==> src/rtl/tt_sweep_ctrl.sv <==
// tt_sweep_ctrl: steps a 3-input gate through all eight input rows, holds each
// row for SETTLE_CYCLES clocks, samples the gate output and compares the
// captured truth table against EXPECTED.
module tt_sweep_ctrl #(
    parameter int unsigned SETTLE_CYCLES = 4,
    parameter logic [7:0]  EXPECTED      = 8'h8B
) (
    input  logic       clk,
    input  logic       rst_n,
    input  logic       start,
    input  logic       abort,
    input  logic       dut_out,
    output logic       in1,
    output logic       in2,
    output logic       in3,
    output logic       busy,
    output logic       done,
    output logic       pass,
    output logic [7:0] captured,
    output logic [3:0] fail_cnt,
    output logic [2:0] first_fail
);

    typedef enum logic [1:0] {
        IDLE  = 2'd0,
        APPLY = 2'd1,
        DONE  = 2'd2
    } state_t;

    localparam logic [7:0] RELOAD = 8'(SETTLE_CYCLES - 1);

    state_t     state_q, state_d;
    logic [2:0] row_q, row_d;
    logic [7:0] cnt_q, cnt_d;
    logic [7:0] captured_q, captured_d;
    logic [3:0] fail_cnt_q, fail_cnt_d;
    logic [2:0] first_fail_q, first_fail_d;
    logic       pass_q, pass_d;
    logic       mismatch;

    // State and result registers, synchronous active-low reset
    always_ff @(posedge clk) begin
        if (!rst_n) begin
            state_q      <= IDLE;
            row_q        <= '0;
            cnt_q        <= '0;
            captured_q   <= '0;
            fail_cnt_q   <= '0;
            first_fail_q <= '0;
            pass_q       <= 1'b0;
        end else begin
            state_q      <= state_d;
            row_q        <= row_d;
            cnt_q        <= cnt_d;
            captured_q   <= captured_d;
            fail_cnt_q   <= fail_cnt_d;
            first_fail_q <= first_fail_d;
            pass_q       <= pass_d;
        end
    end

    // Next-state: sweep sequencing, row capture and mismatch bookkeeping
    always_comb begin
        state_d      = state_q;
        row_d        = row_q;
        cnt_d        = cnt_q;
        captured_d   = captured_q;
        fail_cnt_d   = fail_cnt_q;
        first_fail_d = first_fail_q;
        pass_d       = pass_q;
        mismatch     = 1'b0;

        case (state_q)
            IDLE: begin
                // abort has priority over start so a simultaneous request is dropped
                if (start && !abort) begin
                    state_d      = APPLY;
                    row_d        = '0;
                    cnt_d        = RELOAD;
                    captured_d   = '0;
                    fail_cnt_d   = '0;
                    first_fail_d = '0;
                    pass_d       = 1'b0;
                end
            end
            APPLY: begin
                if (abort) begin
                    // partial results are kept; only pass is forced low
                    state_d = IDLE;
                    row_d   = '0;
                    cnt_d   = '0;
                    pass_d  = 1'b0;
                end else if (cnt_q != 8'd0) begin
                    cnt_d = cnt_q - 8'd1;
                end else begin
                    captured_d[3'd7 - row_q] = dut_out;
                    mismatch = (dut_out != EXPECTED[3'd7 - row_q]);
                    if (mismatch) begin
                        // at most eight rows are visited, so this never exceeds 8
                        fail_cnt_d = fail_cnt_q + 4'd1;
                        if (fail_cnt_q == 4'd0) begin
                            first_fail_d = row_q;
                        end
                    end
                    if (row_q != 3'd7) begin
                        row_d = row_q + 3'd1;
                        cnt_d = RELOAD;
                    end else begin
                        state_d = DONE;
                        row_d   = '0;
                        pass_d  = (fail_cnt_d == 4'd0);
                    end
                end
            end
            DONE: begin
                state_d = IDLE;
                if (abort) begin
                    pass_d = 1'b0;
                end
            end
            default: begin
                state_d = IDLE;
            end
        endcase
    end

    // Output decode: gate inputs are only driven while a row is applied
    always_comb begin
        {in1, in2, in3} = (state_q == APPLY) ? row_q : 3'b000;
        busy            = (state_q == APPLY);
        done            = (state_q == DONE);
        pass            = pass_q;
        captured        = captured_q;
        fail_cnt        = fail_cnt_q;
        first_fail      = first_fail_q;
    end

endmodule

==> config.mk <==
export PLATFORM = sky130hd
export DESIGN_NAME = tt_sweep_ctrl
export DESIGN_NICKNAME = d
export VERILOG_FILES = /design/src/rtl/tt_sweep_ctrl.sv
export SDC_FILE = /design/constraint.sdc
export NUM_CORES = 1
export LEC_CHECK = 0
export CAP_MARGIN = 30
export CELL_PAD_IN_SITES_DETAIL_PLACEMENT = 0
export CELL_PAD_IN_SITES_GLOBAL_PLACEMENT = 1
export CORE_MARGIN = 5
export CORE_UTILIZATION = 42
export CTS_CLUSTER_DIAMETER = 100
export CTS_CLUSTER_SIZE = 16
export DETAILED_ROUTE_END_ITERATION = 12
export MAX_ROUTING_LAYER = met4
export PLACE_DENSITY_LB_ADDON = 0.12
export SETUP_SLACK_MARGIN = 0.15
export SLEW_MARGIN = 15
export SYNTH_ARGS = -nofsm -noshare
export SYNTH_HDL_FRONTEND = slang
export SYNTH_SLANG_ARGS = --single-unit
==> constraint.sdc <==
create_clock -name clk -period 3.6 [get_ports clk]
set_input_delay 0.54 -clock clk [delete_from_list [all_inputs] [get_ports clk]]
set_output_delay 0.54 -clock clk [all_outputs]
set_load 0.05 [all_outputs]
======== After elaboration in Yosys (flattened, before gate mapping) ========
Memories as Yosys holds them, arrays and structs flattened.
Cells that the tools add are included.
operators by class
  $lt $le $gt $ge ......................... 2
  equality and inequality tests ........... 13
  reductions and logical operators ........ 15
  add/subtract/negate cells ............... 4
  mux-type cells .......................... 43
operator list
  operator                                                count
  two-way mux 8 bit                                       7
  one-hot mux 8 bit (2 select lines)                      2
  two-way mux 4 bit                                       7
  two-way mux 3 bit                                       9
  one-hot mux 3 bit (2 select lines)                      2
  inequality test 3 bit (second input constant)           3
  AND reduction 3 bit                                     3
  bitwise mux 8 bit                                       1
  zero test 4 bit                                         2
  two-way mux 2 bit                                       4
  inequality test 2 bit (second input constant)           4
  one-hot mux 4 bit (2 select lines)                      1
  nonzero test 8 bit                                      1
  subtractor 8 x 1 -> 8 bit (second input constant)       1
  two-way mux 1 bit                                       7
  AND reduction 6 bit                                     1
  AND reduction 5 bit                                     1
  adder 4 x 1 -> 4 bit (second input constant)            1
  < comparator 3 x 4 -> 1 bit (second input constant)     1
  inequality test 2 x 1 -> 1 bit (second input constant)  2
  inequality test 4 x 2 -> 1 bit (second input constant)  1
  one-hot mux 2 bit (2 select lines)                      1
  AND reduction 4 bit                                     1
  adder 3 x 1 -> 3 bit (second input constant)            1
  other kinds (12)                                        13
word-level totals
  input bits .............................. 5
  output and inout port bits .............. 21
  ROM bits ................................ 8
  memories kept ........................... 1
  word-level logic and storage cells ...... 85
  register bits ........................... 29
memories
  name              depth  width  rd ports  clocked after memory_dff  write ports  line  text
  (name not given)  8      1      1         0                         0            97    mismatch = (dut_out != EXPECTED[3'd7 - row_q]);

======== Depth between registers and ports, before layout ========
  depth in word-level cells ............... 13
  depth in mapped cells ................... 9
  depth with buffers taken out ............ 7

======== Worst setup path after synthesis ========
Ideal clock, no wire load.
  path type ............................... register -> register
  from .................................... register state_q[0]
  to ...................................... register pass_q, in the netlist pass
  clock period less this slack ............ 2.018 ns
  arrival time ............................ 1.933 ns
  path buffers ............................ 1
  slack ................................... 1.582 ns
  stages on the path, launching flop included .. 7
  setup time .............................. 0.084 ns
  data required time ...................... 3.516 ns
  cell sequence ........................... dfxtp_1 buf_2 nor2b_1 nand2_1 a22o_1 or3_1 o31ai_2
between the ends
  word-level cells in the longest chain between the ends .. 3
  elaborated cells between the ends (all ways) .. 10
  those cells by class .................... 6 x eq/ne; 1 x mux; 3 x reduce/logical
ends and longest elaborated chain
  element                                                                              line  text
  start: declaration                                                                   32    state_t state_q, state_d;
  start signal: assignment                                                             52    state_q <= state_d;
  == test 2 bit (*)                                                                    --
  net done                                                                             17    output logic done,
  inequality test 2 bit (no source line) / nonzero test 3 bit (equally long branches)  --
  AND reduction 5 bit (no source line)                                                 --
  end signal: assignment                                                               58    pass_q <= pass_d;
  end: declaration                                                                     38    logic pass_q, pass_d;
Mark *: on every way through the listed nets, which the timed path passes. The rest lies on a longest branch.
A chain may end at the register's enable or synchronous reset.

======== Final worst setup path ========
  from .................................... register state_q[0]
  to ...................................... output port in3
between the ends
  word-level cells in the longest chain between the ends .. 2
ends and longest elaborated chain
  element                 line  text
  == test 2 x 1 -> 1 bit  129   {in1, in2, in3} = (state_q == APPLY) ? row_q : 3'b000;
  two-way mux 3 bit       129
  end: declaration        15    output logic in3,
Every way passes these cells.

==> flow_metrics.env <==
export IMPL_synth_cells=200
export IMPL_fmax_mhz=355
export IMPL_worst_slack_ns=0.780
export IMPL_powerDensity_nw_per_um2=372
export IMPL_top_layer="met4"
export IMPL_start_kind="flop"
export IMPL_fin_nets=231
export IMPL_wl_per_cell_um=15.7
export IMPL_cts_htree_levels=2
export IMPL_seq_area_frac_synth_pct=35.2
export IMPL_critPathKind="reg -> out"
export IMPL_io_buffers=25
export IMPL_placed_area_um2=1900
export IMPL_wl_met2_mm=2.03
export IMPL_cts_buffers=5
export IMPL_path_max_fanout=14
export IMPL_drive_above_1_share_pct=8.14
export IMPL_hpwl_mm=3.04
export IMPL_pre_cts_slack_ns=0.934
export IMPL_crit_arrival_ns=2.28
export IMPL_gp_congestion=0.907
export IMPL_grt_antenna_before_repair=0
export IMPL_ys_types=47
export IMPL_ctsResizeCount=0
export IMPL_clkSlewWorstSetupHoldPaths_ns=0.06
export IMPL_ys_seq_elements=29
export IMPL_setup_violations=0
export IMPL_clockBufferDepth=2
export IMPL_grt_max_degree=19
export IMPL_gr_total_overflow=0
export IMPL_synth_top_area_share_pct=35.2
export IMPL_grt_pass1_wl_mm=7.02
export IMPL_wl_mm=4.22
export IMPL_hold_path_class="reg -> reg"
export IMPL_grt_pass1_vias=1525
export IMPL_fillers=359
export IMPL_clock_latency_ns=0.28
export IMPL_drt_iter0_drc=124
export IMPL_firstDrtPassIters=5
export IMPL_status="finished clean"
export IMPL_die_x_um=72.7
export IMPL_wl_met3_um=233
export IMPL_cts_root_buffer="clkbuf_8"
export IMPL_coreArea_um2=3740
export IMPL_vias=1603
export IMPL_postCtsSetupBuffers=0
export IMPL_initial_core_util_pct=44.1
export IMPL_slew_violations=0
export IMPL_ant_nets=0
export IMPL_ios=26
export IMPL_tightest_slew_ns=0.657
export IMPL_drcViolationCount=0
export IMPL_fin_crit_sh_pct=78.3
export IMPL_grt_setup_unrepaired="false"
export IMPL_yosys_warnings=0
export IMPL_synth_edf_count=0
export IMPL_drt_met1_wl_mm=1.92
export IMPL_synthToLayoutAreaGrowth_pct=21.3
export IMPL_cap_violations=0
export IMPL_die_area_um2=5280
export IMPL_syn_nets=211
export IMPL_ir_worst_vdd_mv=0.244
export IMPL_layout_cells_non_filler=269
export IMPL_core_rowCount=22
export IMPL_die_y_um=72.7
export IMPL_crit_required_ns=3.06
export IMPL_postCtsHoldBufs=0
export IMPL_syn_area_per_cell_um2=8.25
export IMPL_antenna_cells=0
export IMPL_cts_tree="yes"
export IMPL_drt_vias_per_instance=5.96
export IMPL_dp_cells=261
export IMPL_post_route_min_period_ns=2.82
export IMPL_grt_total_usage_pct=17.2
export IMPL_crit_path_end_kind="output port"
export IMPL_setup_tns_ns=0
export IMPL_slew_headroom_pct=56.1
export IMPL_clock_sinks=29
export IMPL_finalHoldViolations=0
export IMPL_yosys_most_used_dff="dfxtp_1"
export IMPL_synth_area_leader_cell="dfxtp_1"
export IMPL_synth_area_leaders="dfxtp_1 (35%), ha_1 (4.6%), nand2_1 (4.3%)"
export IMPL_mappedNetlistArea_um2=1650
export IMPL_whs_ns=0.463
export IMPL_stdcell_area_um2=2000
export IMPL_leakage_nw=0.730
export IMPL_fin_skew_ns=0.00523
export IMPL_async_flop_share_pct=0
## cell type report
cell class / count / area (µm²) / share of cell area (%)
well taps: 48 / 60.1 / 3.00
repair buffers: 26 / 258 / 12.9
clock buffers: 7 / 96.3 / 4.82
flip-flops and latches: 29 / 581 / 29.0
clock inverters: 1 / 5.00 / 0.250
multi-input cells: 147 / 960 / 48.0
inverters: 11 / 41.3 / 2.06
## registers in the layout, summed over array words and instances (netlist names)
name,flops
captured,8
cnt_q,8
fail_cnt,4
first_fail,3
pass,1
row_q,3
state_q,2
## kinds of logic after synthesis
| logic type | Yosys count | synth area share (%) |
|---|---|---|
| compound gates | 60 | 25.3 |
| xor+xnor | 5 | 2.66 |
| fa+ha+maj | 6 | 4.55 |
| buf+inv | 24 | 6.60 |
| flops | 29 | 35.2 |
| mux | 4 | 2.43 |
| simple gates | 72 | 23.3 |
## path summary, 6_finish.rpt
| path | startpoint | endpoint | slack, ns | cells after the start |
|---|---|---|---|---|
| max | state_q[0] | in3 | 0.78 | 4 |
| min | first_fail[2] | first_fail[2] | 0.46 | 2 |
| max reg2reg | cnt_q[0] | first_fail[1] | 1.21 | 7 |
| min reg2reg | first_fail[2] | first_fail[2] | 0.46 | 2 |
## cell usage in the layout (no fill, tap or decap), types with 2 or more instances in the layout
cell	n
xnor2_1	5
ha_1	6
clkbuf_8	7
a21oi_1	8
mux2i_1	4
o211ai_1	8
a31oi_1	7
and3_1	4
nor3_1	2
o21ai_0	4
and2_1	2
inv_1	11
o221a_2	2
o22ai_1	2
nor2b_1	4
nand3_1	4
dfxtp_1	29
o21a_1	3
o31ai_1	4
nor4_1	2
clkdlybuf4s50_1	25
a21boi_0	2
nand2_1	19
nand4_1	2
or3_1	6
nor2_1	16
o21ai_1	5
a211oi_1	8
## per-stage QoR
stage	util [%]	power (mW)
2_1_floorplan	-	0.424
3_3_place_gp	50.7	0.451
3_5_place_dp	50.7	0.452
4_1_cts	53.4	0.751
5_1_grt	53.4	0.782
6_report	53.4	0.744
## worst max-delay path: stages, from the launching register on
cell             delay [ns]
dfxtp_1                0.44
nand2b_1               0.35
inv_1                  0.23
and2_1                 0.17
clkdlybuf4s50_1        0.81
## layer usage
metal  global-route usage, %  up-vias
li1                        -      770
met1                    20.3      764
met4                    5.94        0
met3                    5.65        6
met5                       -        -
met2                    27.4       63
## report_power, final
group | internal [mW] | switching, mW | leakage [nW]
sequential | 0.329 | 0.0105 | 0.235
combinational | 0.0424 | 0.0638 | 0.441
clock | 0.173 | 0.126 | 0.0542
total | 0.544 | 0.200 | 0.730
## cells in the mapped netlist (2+ instances only)
library cell,number
o221a_2,2
and2_1,2
nand2_1,19
o21a_1,3
a211oi_1,8
nand3_1,4
xnor2_1,5
a31oi_1,7
or3_1,6
o22ai_1,2
and3_1,4
o21ai_1,5
nor2_1,16
nor4_1,2
buf_6,2
ha_1,6
o211ai_1,8
a21boi_0,2
nand4_1,2
a21oi_1,8
o21ai_0,4
dfxtp_1,29
buf_2,3
clkbuf_1,8
nor2b_1,4
inv_1,11
o31ai_1,4
nor3_1,2
mux2i_1,4
Power figures use the tool's default switching activity.
